$ cat src/rtl/fpu_issue_ctrl_if.sv
// Request/response/FPU-side bundle for fpu_issue_ctrl; slave is the controller view.
// Requests are valid/ready, the fpu_* side is non-stallable, responses are valid/ready.
interface fpu_issue_ctrl_if #(
  parameter int TAG_W = 4
);
  logic             req_valid;
  logic             req_ready;
  logic [31:0]      req_a;
  logic [31:0]      req_b;
  logic [1:0]       req_op;
  logic [TAG_W-1:0] req_tag;

  logic [31:0]      fpu_a;
  logic [31:0]      fpu_b;
  logic [1:0]       fpu_op;
  logic [31:0]      fpu_out;

  logic             rsp_valid;
  logic             rsp_ready;
  logic [31:0]      rsp_data;
  logic [TAG_W-1:0] rsp_tag;
  logic [1:0]       rsp_op;

  modport master (
    output req_valid, req_a, req_b, req_op, req_tag, rsp_ready, fpu_out,
    input  req_ready, fpu_a, fpu_b, fpu_op, rsp_valid, rsp_data, rsp_tag, rsp_op
  );

  modport slave (
    input  req_valid, req_a, req_b, req_op, req_tag, rsp_ready, fpu_out,
    output req_ready, fpu_a, fpu_b, fpu_op, rsp_valid, rsp_data, rsp_tag, rsp_op
  );
endinterface

$ cat src/rtl/fpu_issue_ctrl.sv
// Issue/collect wrapper for a non-stallable FPU: result lands in a FWFT FIFO FPU_LATENCY edges after accept.
// Credits (inflight + FIFO count) gate req_ready so the FIFO never overflows; FPU_ISSUE_STATS_EN adds counters.
module fpu_issue_ctrl #(
  parameter int FPU_LATENCY = 5,
  parameter int FIFO_DEPTH  = 8,
  parameter int TAG_W       = 4
) (
  input  logic                          clk,
  input  logic                          rst,
  fpu_issue_ctrl_if.slave               bus,
  output logic [$clog2(FIFO_DEPTH):0]   inflight
`ifdef FPU_ISSUE_STATS_EN
  ,
  output logic [31:0]                   stat_issued,
  output logic [31:0]                   stat_retired,
  output logic [31:0]                   stat_stall
`endif
);

  localparam int PTR_W = $clog2(FIFO_DEPTH);
  localparam int CNT_W = PTR_W + 1;
  localparam logic [CNT_W:0] DEPTH_C = (CNT_W+1)'(FIFO_DEPTH);

  logic [FPU_LATENCY-1:0] r_sr_vld;
  logic [TAG_W-1:0]       r_sr_tag [FPU_LATENCY];
  logic [1:0]             r_sr_op  [FPU_LATENCY];

  logic [31:0]            r_mem_dat [FIFO_DEPTH];
  logic [TAG_W-1:0]       r_mem_tag [FIFO_DEPTH];
  logic [1:0]             r_mem_op  [FIFO_DEPTH];
  logic [PTR_W-1:0]       r_wr_ptr;
  logic [PTR_W-1:0]       r_rd_ptr;
  logic [CNT_W-1:0]       r_cnt;
  logic [CNT_W-1:0]       r_inflight;

  logic                   w_issue;
  logic                   w_push;
  logic                   w_pop;
  logic [CNT_W:0]         w_outstanding;

  assign w_outstanding = {1'b0, r_inflight} + {1'b0, r_cnt};
  assign bus.req_ready = !rst && (w_outstanding < DEPTH_C);
  assign w_issue       = bus.req_valid && bus.req_ready;
  assign w_push        = r_sr_vld[FPU_LATENCY-1];
  assign w_pop         = bus.rsp_valid && bus.rsp_ready;

  // fpu_top samples every cycle; only accepted cycles enter the tracking pipe.
  assign bus.fpu_a  = bus.req_a;
  assign bus.fpu_b  = bus.req_b;
  assign bus.fpu_op = bus.req_op;

  always_ff @(posedge clk or posedge rst) begin
    if (rst) begin
      r_sr_vld <= '0;
      for (int k = 0; k < FPU_LATENCY; k++) begin
        r_sr_tag[k] <= '0;
        r_sr_op[k]  <= '0;
      end
    end else begin
      r_sr_vld[0] <= w_issue;
      r_sr_tag[0] <= bus.req_tag;
      r_sr_op[0]  <= bus.req_op;
      for (int k = 1; k < FPU_LATENCY; k++) begin
        r_sr_vld[k] <= r_sr_vld[k-1];
        r_sr_tag[k] <= r_sr_tag[k-1];
        r_sr_op[k]  <= r_sr_op[k-1];
      end
    end
  end

  always_ff @(posedge clk) begin
    if (w_push) begin
      r_mem_dat[r_wr_ptr] <= bus.fpu_out;
      r_mem_tag[r_wr_ptr] <= r_sr_tag[FPU_LATENCY-1];
      r_mem_op[r_wr_ptr]  <= r_sr_op[FPU_LATENCY-1];
    end
  end

  // Power-of-two depth lets the pointers wrap by plain overflow.
  always_ff @(posedge clk or posedge rst) begin
    if (rst) begin
      r_wr_ptr   <= '0;
      r_rd_ptr   <= '0;
      r_cnt      <= '0;
      r_inflight <= '0;
    end else begin
      if (w_push) r_wr_ptr <= r_wr_ptr + 1'b1;
      if (w_pop)  r_rd_ptr <= r_rd_ptr + 1'b1;
      case ({w_push, w_pop})
        2'b10:   r_cnt <= r_cnt + 1'b1;
        2'b01:   r_cnt <= r_cnt - 1'b1;
        default: r_cnt <= r_cnt;
      endcase
      case ({w_issue, w_push})
        2'b10:   r_inflight <= r_inflight + 1'b1;
        2'b01:   r_inflight <= r_inflight - 1'b1;
        default: r_inflight <= r_inflight;
      endcase
    end
  end

  assign bus.rsp_valid = (r_cnt != '0);
  assign bus.rsp_data  = r_mem_dat[r_rd_ptr];
  assign bus.rsp_tag   = r_mem_tag[r_rd_ptr];
  assign bus.rsp_op    = r_mem_op[r_rd_ptr];
  assign inflight      = r_inflight;

`ifdef FPU_ISSUE_STATS_EN
  logic [31:0] r_stat_issued;
  logic [31:0] r_stat_retired;
  logic [31:0] r_stat_stall;

  always_ff @(posedge clk or posedge rst) begin
    if (rst) begin
      r_stat_issued  <= '0;
      r_stat_retired <= '0;
      r_stat_stall   <= '0;
    end else begin
      if (w_issue && (r_stat_issued != '1))  r_stat_issued  <= r_stat_issued + 1'b1;
      if (w_pop && (r_stat_retired != '1))   r_stat_retired <= r_stat_retired + 1'b1;
      if (bus.req_valid && !bus.req_ready && (r_stat_stall != '1))
        r_stat_stall <= r_stat_stall + 1'b1;
    end
  end

  assign stat_issued  = r_stat_issued;
  assign stat_retired = r_stat_retired;
  assign stat_stall   = r_stat_stall;
`endif

endmodule

$ cat src/flat_wrapper.sv
// flat-port wrapper written by rule: the top's interface ports become plain ports
module fpu_issue_ctrl_flat 
#(
  parameter int FPU_LATENCY = 5,
  parameter int FIFO_DEPTH  = 8,
  parameter int TAG_W       = 4
)
  (clk, rst, inflight, bus_req_valid, bus_req_a, bus_req_b, bus_req_op, bus_req_tag, bus_rsp_ready, bus_fpu_out, bus_req_ready, bus_fpu_a, bus_fpu_b, bus_fpu_op, bus_rsp_valid, bus_rsp_data, bus_rsp_tag, bus_rsp_op);
  fpu_issue_ctrl_if #(.TAG_W(TAG_W)) bus_i ();
  input  logic clk;
  input  logic rst;
  output logic [$clog2(FIFO_DEPTH):0] inflight;
  input wire logic [$bits(bus_i.req_valid)-1:0] bus_req_valid;
  input wire logic [$bits(bus_i.req_a)-1:0] bus_req_a;
  input wire logic [$bits(bus_i.req_b)-1:0] bus_req_b;
  input wire logic [$bits(bus_i.req_op)-1:0] bus_req_op;
  input wire logic [$bits(bus_i.req_tag)-1:0] bus_req_tag;
  input wire logic [$bits(bus_i.rsp_ready)-1:0] bus_rsp_ready;
  input wire logic [$bits(bus_i.fpu_out)-1:0] bus_fpu_out;
  output wire logic [$bits(bus_i.req_ready)-1:0] bus_req_ready;
  output wire logic [$bits(bus_i.fpu_a)-1:0] bus_fpu_a;
  output wire logic [$bits(bus_i.fpu_b)-1:0] bus_fpu_b;
  output wire logic [$bits(bus_i.fpu_op)-1:0] bus_fpu_op;
  output wire logic [$bits(bus_i.rsp_valid)-1:0] bus_rsp_valid;
  output wire logic [$bits(bus_i.rsp_data)-1:0] bus_rsp_data;
  output wire logic [$bits(bus_i.rsp_tag)-1:0] bus_rsp_tag;
  output wire logic [$bits(bus_i.rsp_op)-1:0] bus_rsp_op;
  assign bus_i.req_valid = bus_req_valid;
  assign bus_i.req_a = bus_req_a;
  assign bus_i.req_b = bus_req_b;
  assign bus_i.req_op = bus_req_op;
  assign bus_i.req_tag = bus_req_tag;
  assign bus_i.rsp_ready = bus_rsp_ready;
  assign bus_i.fpu_out = bus_fpu_out;
  assign bus_req_ready = bus_i.req_ready;
  assign bus_fpu_a = bus_i.fpu_a;
  assign bus_fpu_b = bus_i.fpu_b;
  assign bus_fpu_op = bus_i.fpu_op;
  assign bus_rsp_valid = bus_i.rsp_valid;
  assign bus_rsp_data = bus_i.rsp_data;
  assign bus_rsp_tag = bus_i.rsp_tag;
  assign bus_rsp_op = bus_i.rsp_op;
  fpu_issue_ctrl #(.FPU_LATENCY(FPU_LATENCY), .FIFO_DEPTH(FIFO_DEPTH), .TAG_W(TAG_W)) u_core (.clk(clk), .rst(rst), .bus(bus_i), .inflight(inflight));
endmodule
$ cat config.mk
export PLATFORM = sky130hd
export DESIGN_NAME = fpu_issue_ctrl_flat
export DESIGN_NICKNAME = d
export VERILOG_FILES = /design/src/rtl/fpu_issue_ctrl_if.sv /design/src/rtl/fpu_issue_ctrl.sv /design/src/flat_wrapper.sv
export SDC_FILE = /design/constraint.sdc
export NUM_CORES = 1
export LEC_CHECK = 0
export BUFFER_PORTS_ARGS = -buffer_cell sky130_fd_sc_hd__clkbuf_2
export CAP_MARGIN = 20
export CORE_MARGIN = 2
export CORE_UTILIZATION = 42
export CTS_CLUSTER_DIAMETER = 120
export DETAILED_ROUTE_END_ITERATION = 8
export PLACE_DENSITY = 0.64
export SETUP_SLACK_MARGIN = 0.15
export SLEW_MARGIN = 10
export SYNTH_ARGS = -nofsm -noshare
export SYNTH_HDL_FRONTEND = slang
export SYNTH_SLANG_ARGS = --single-unit
export TNS_END_PERCENT = 50
$ cat constraint.sdc
create_clock -name clk -period 7.2 [get_ports clk]
set_input_delay 0.72 -clock clk [delete_from_list [all_inputs] [get_ports clk]]
set_output_delay 0.72 -clock clk [all_outputs]
set_load 0.02 [all_outputs]
==> impl_metrics.env <==
export IMPL_outcome="completed"
export IMPL_critPathKind="flip-flop to output port"
export IMPL_core_area_um2=32600
export IMPL_antenna_cells=0
export IMPL_ir_drop_v=0.000197
export IMPL_drtIter0Drc=459
export IMPL_worst_skew_pair_late_latency_ns=0.50
export IMPL_vias_per_cell=5.25
export IMPL_period_share_pct=56.3
export IMPL_maxCapViolCount=0
export IMPL_synth_area_leaders="edfxtp_1, mux4_2, dfrtp_1"
export IMPL_syn_area_per_cell_um2=21.7
export IMPL_yosys_area_top_type_share_pct=65.4
export IMPL_end_kind="output port"
export IMPL_critPathMaxFanout=45
export IMPL_cts_repair_resized=0
export IMPL_gr_usage_met2_pct=26.2
export IMPL_arrival_ns=3.33
export IMPL_synthAdderAreaFrac_pct=1.27
export IMPL_num_rows=66
export IMPL_slew_headroom_pct=40.5
export IMPL_netlist_area_um2=14000
export IMPL_grt_overflow_total=0
export IMPL_synthCells=643
export IMPL_clkSinkCount=353
export IMPL_p_leak_nw=5.40
export IMPL_synth_compound_area_share_pct=0.708
export IMPL_rsz0062_at_grt="false"
export IMPL_vias=6089
export IMPL_cts_htree_levels=2
export IMPL_p_per_area_nw_per_um2=396
export IMPL_r2r_cells=9
export IMPL_slew_violations=0
export IMPL_tightestPinTransition_ns=0.893
export IMPL_use_met3_pct=4.01
export IMPL_clk_pin_slew_ns=0.06
export IMPL_muxShareOfSynthArea_pct=16.8
export IMPL_dp_cells=1092
export IMPL_track_usage_pct=15.2
export IMPL_drcViolationCount=0
export IMPL_ys_ff_latch=353
export IMPL_yosys_area_top_type="edfxtp_1"
export IMPL_grt_max_degree=79
export IMPL_synthFlopType="edfxtp_1"
export IMPL_stdcell_count=1160
export IMPL_crit_path_start_kind="flip-flop"
export IMPL_ant_nets=0
export IMPL_nFillCells=2628
export IMPL_period_needed_ns=4.05
export IMPL_fin_nets=811
export IMPL_numCtsBuffers=38
export IMPL_cts_hold_buf=0
export IMPL_first_global_vias=6693
export IMPL_clock_path_buffers=3
export IMPL_hpwlAfterDp_um=14700
export IMPL_final_layout_size_suffix_gt1_share_pct=37.3
export IMPL_port_buffers=87
export IMPL_fin_setup_tns_ns=0
export IMPL_die_area_um2=34700
export IMPL_worstReg2RegStart="u_core.inflight[3]"
export IMPL_initial_utilization_pct=42.8
export IMPL_synth_edf_count=304
export IMPL_synth_xor_area_share_pct=0.502
export IMPL_cp_required_ns=6.48
export IMPL_gr_usage_met1_pct=18.6
export IMPL_pin_count=216
export IMPL_die_h_um=186
export IMPL_skew_ns=0.00944
export IMPL_cts_tree="done"
export IMPL_dr_pass1_iters=7
export IMPL_cts_setup_buffers=0
export IMPL_syn_nets=762
export IMPL_synth_top_family_by_area="multiplexers"
export IMPL_rrSetupSlack_ns=3.98
export IMPL_yosysUniqueCellTypes=34
export IMPL_grt_busiest_layer="met2"
export IMPL_setup_violations=0
export IMPL_wl_per_cell_um=22.9
export IMPL_drt_wl_total_um=26600
export IMPL_timing_hold_violations_final=0
export IMPL_worstHoldPathType="input port to asynchronous set/reset pin"
export IMPL_fp_dieW_um=186
export IMPL_async_flop_share_pct=13.9
export IMPL_crit_path_start="u_core.r_rd_ptr[0]"
export IMPL_synth_simple_gate_area_share_pct=1.35
export IMPL_yosys_warnings=0
export IMPL_fmax_mhz=247
export IMPL_antenna_found_initial=1
export IMPL_globalplace_congestion=0.710
export IMPL_r2r_end="u_core.inflight[3]"
export IMPL_grt_pass1_wl_um=40000
export IMPL_ys_seq_area_share_pct=74.2
export IMPL_areaGrowthSynthToFinish_pct=12.0
export IMPL_cts_root_buf="clkbuf_16"
[power by group]
group	internal, mW	switching [mW]	total [mW]
Combinational	0.884	0.894	1.78
Sequential	2.39	0.194	2.59
Clock	1.09	0.731	1.82
Total	4.37	1.82	6.19
[critical path, cell delays in order (launching register included)]
cell and delay, ns:
dfrtp_4 1.02, buf_4 0.68, mux4_1 0.63, mux2_2 0.29, clkbuf_2 0.16
[how the worst max path moves through the flow]
| stage | depth (start not counted) | end | slack, ns |
|---|---|---|---|
| after floorplan | 2 | u_core.r_mem_dat[0][0] | 3.54 |
| after global placement | 4 | bus_rsp_data[23] | 3.65 |
| after detailed placement | 4 | bus_rsp_data[23] | 3.59 |
| after CTS | 4 | bus_rsp_data[23] | 3.04 |
| after global routing | 4 | bus_rsp_data[23] | 2.93 |
| final | 4 | bus_rsp_data[23] | 3.15 |
[cells in the mapped netlist (2+ instances only)]
| master | instances |
|---|---|
| edfxtp_1 | 304 |
| buf_4 | 66 |
| mux4_2 | 64 |
| dfrtp_1 | 49 |
| mux2_4 | 27 |
| mux2_2 | 14 |
| mux4_1 | 12 |
| ha_1 | 11 |
| inv_1 | 11 |
| clkbuf_1 | 9 |
| buf_2 | 8 |
| nand2_1 | 7 |
| nor2_1 | 6 |
| nor3b_1 | 6 |
| a21oi_1 | 5 |
| nand3_1 | 5 |
| xnor2_1 | 5 |
| buf_12 | 4 |
| nand2b_1 | 3 |
| xor2_1 | 3 |
| a2111o_1 | 2 |
| clkbuf_4 | 2 |
| fa_1 | 2 |
| mux2i_1 | 2 |
| nor3_1 | 2 |
| o211ai_1 | 2 |
| o21ai_0 | 2 |
| o311ai_1 | 2 |
| or4_1 | 2 |
| or4b_1 | 2 |
[per-stage QoR]
step	instance area [um^2]	utilization, %	setup WS [ns]	power, mW	hold WS, ns
final	15600	47.9	3.15	6.19	0.138
after detailed placement	14400	44.2	3.59	4.44	0.335
after global placement	14400	44.2	3.65	4.37	0.331
after global routing	15600	47.9	2.93	6.47	0.136
after CTS	15600	47.8	3.04	6.27	0.299
after floorplan	14000	-	3.54	4.02	0.331
[flip-flops by register name (all words and copies together) (netlist names)]
name              cells
u_core.inflight       4
u_core.r_cnt          4
u_core.r_mem_dat    256
u_core.r_mem_op      16
u_core.r_mem_tag     32
u_core.r_rd_ptr       3
u_core.r_sr_op       10
u_core.r_sr_tag      20
u_core.r_sr_vld       5
u_core.r_wr_ptr       3
[cell type report]
type	instances	area (um^2)	share of cell area, %
multi-input combinational	189	2940	18.8
sequential	353	10400	66.3
inverter	11	41.3	0.264
clock buffer	53	1050	6.71
tap	442	553	3.54
clock inverter	13	123	0.785
timing repair buffer	99	558	3.57
[layout by cell type, fill, tap and decap left out, types with 2 or more instances in the layout]
cell,instances
nor3b_1,6
mux4_2,64
nor3_2,2
clkbuf_1,12
mux2i_1,2
ha_1,11
dfrtp_1,46
clkbuf_16,39
mux4_1,12
inv_1,10
buf_4,10
clkbuf_8,2
clkbuf_2,87
nand2_1,7
nand3_1,5
edfxtp_1,304
o21ai_0,2
fa_1,2
o311ai_1,2
dfrtp_4,2
xor2_1,3
a2111o_1,2
clkinv_1,3
or4b_1,2
or4_1,2
nor2_4,6
o211ai_1,2
inv_6,3
xnor2_1,5
mux2_2,14
clkinv_2,5
mux2_4,27
nand2b_1,3
a21oi_1,5
bufinv_16,2
[kinds of logic after synthesis]
| family | count (synthesis) |
|---|---|
| compound gates | 14 |
| xor+xnor | 8 |
| fa+ha+maj | 13 |
| buf+inv | 101 |
| flops | 353 |
| mux | 120 |
| simple gates | 34 |
[metal layers]
metal  vias to the layer above  routed length (um)  part of all wire [%]
met4                         2                 732                   2.8
met1                      3181               10700                    40
li1                       2623                   -                     -
met5                         -                  13                 0.049
met2                       197               13300                    50
met3                        86                1790                   6.7
(Power assumes the default switching activity.)
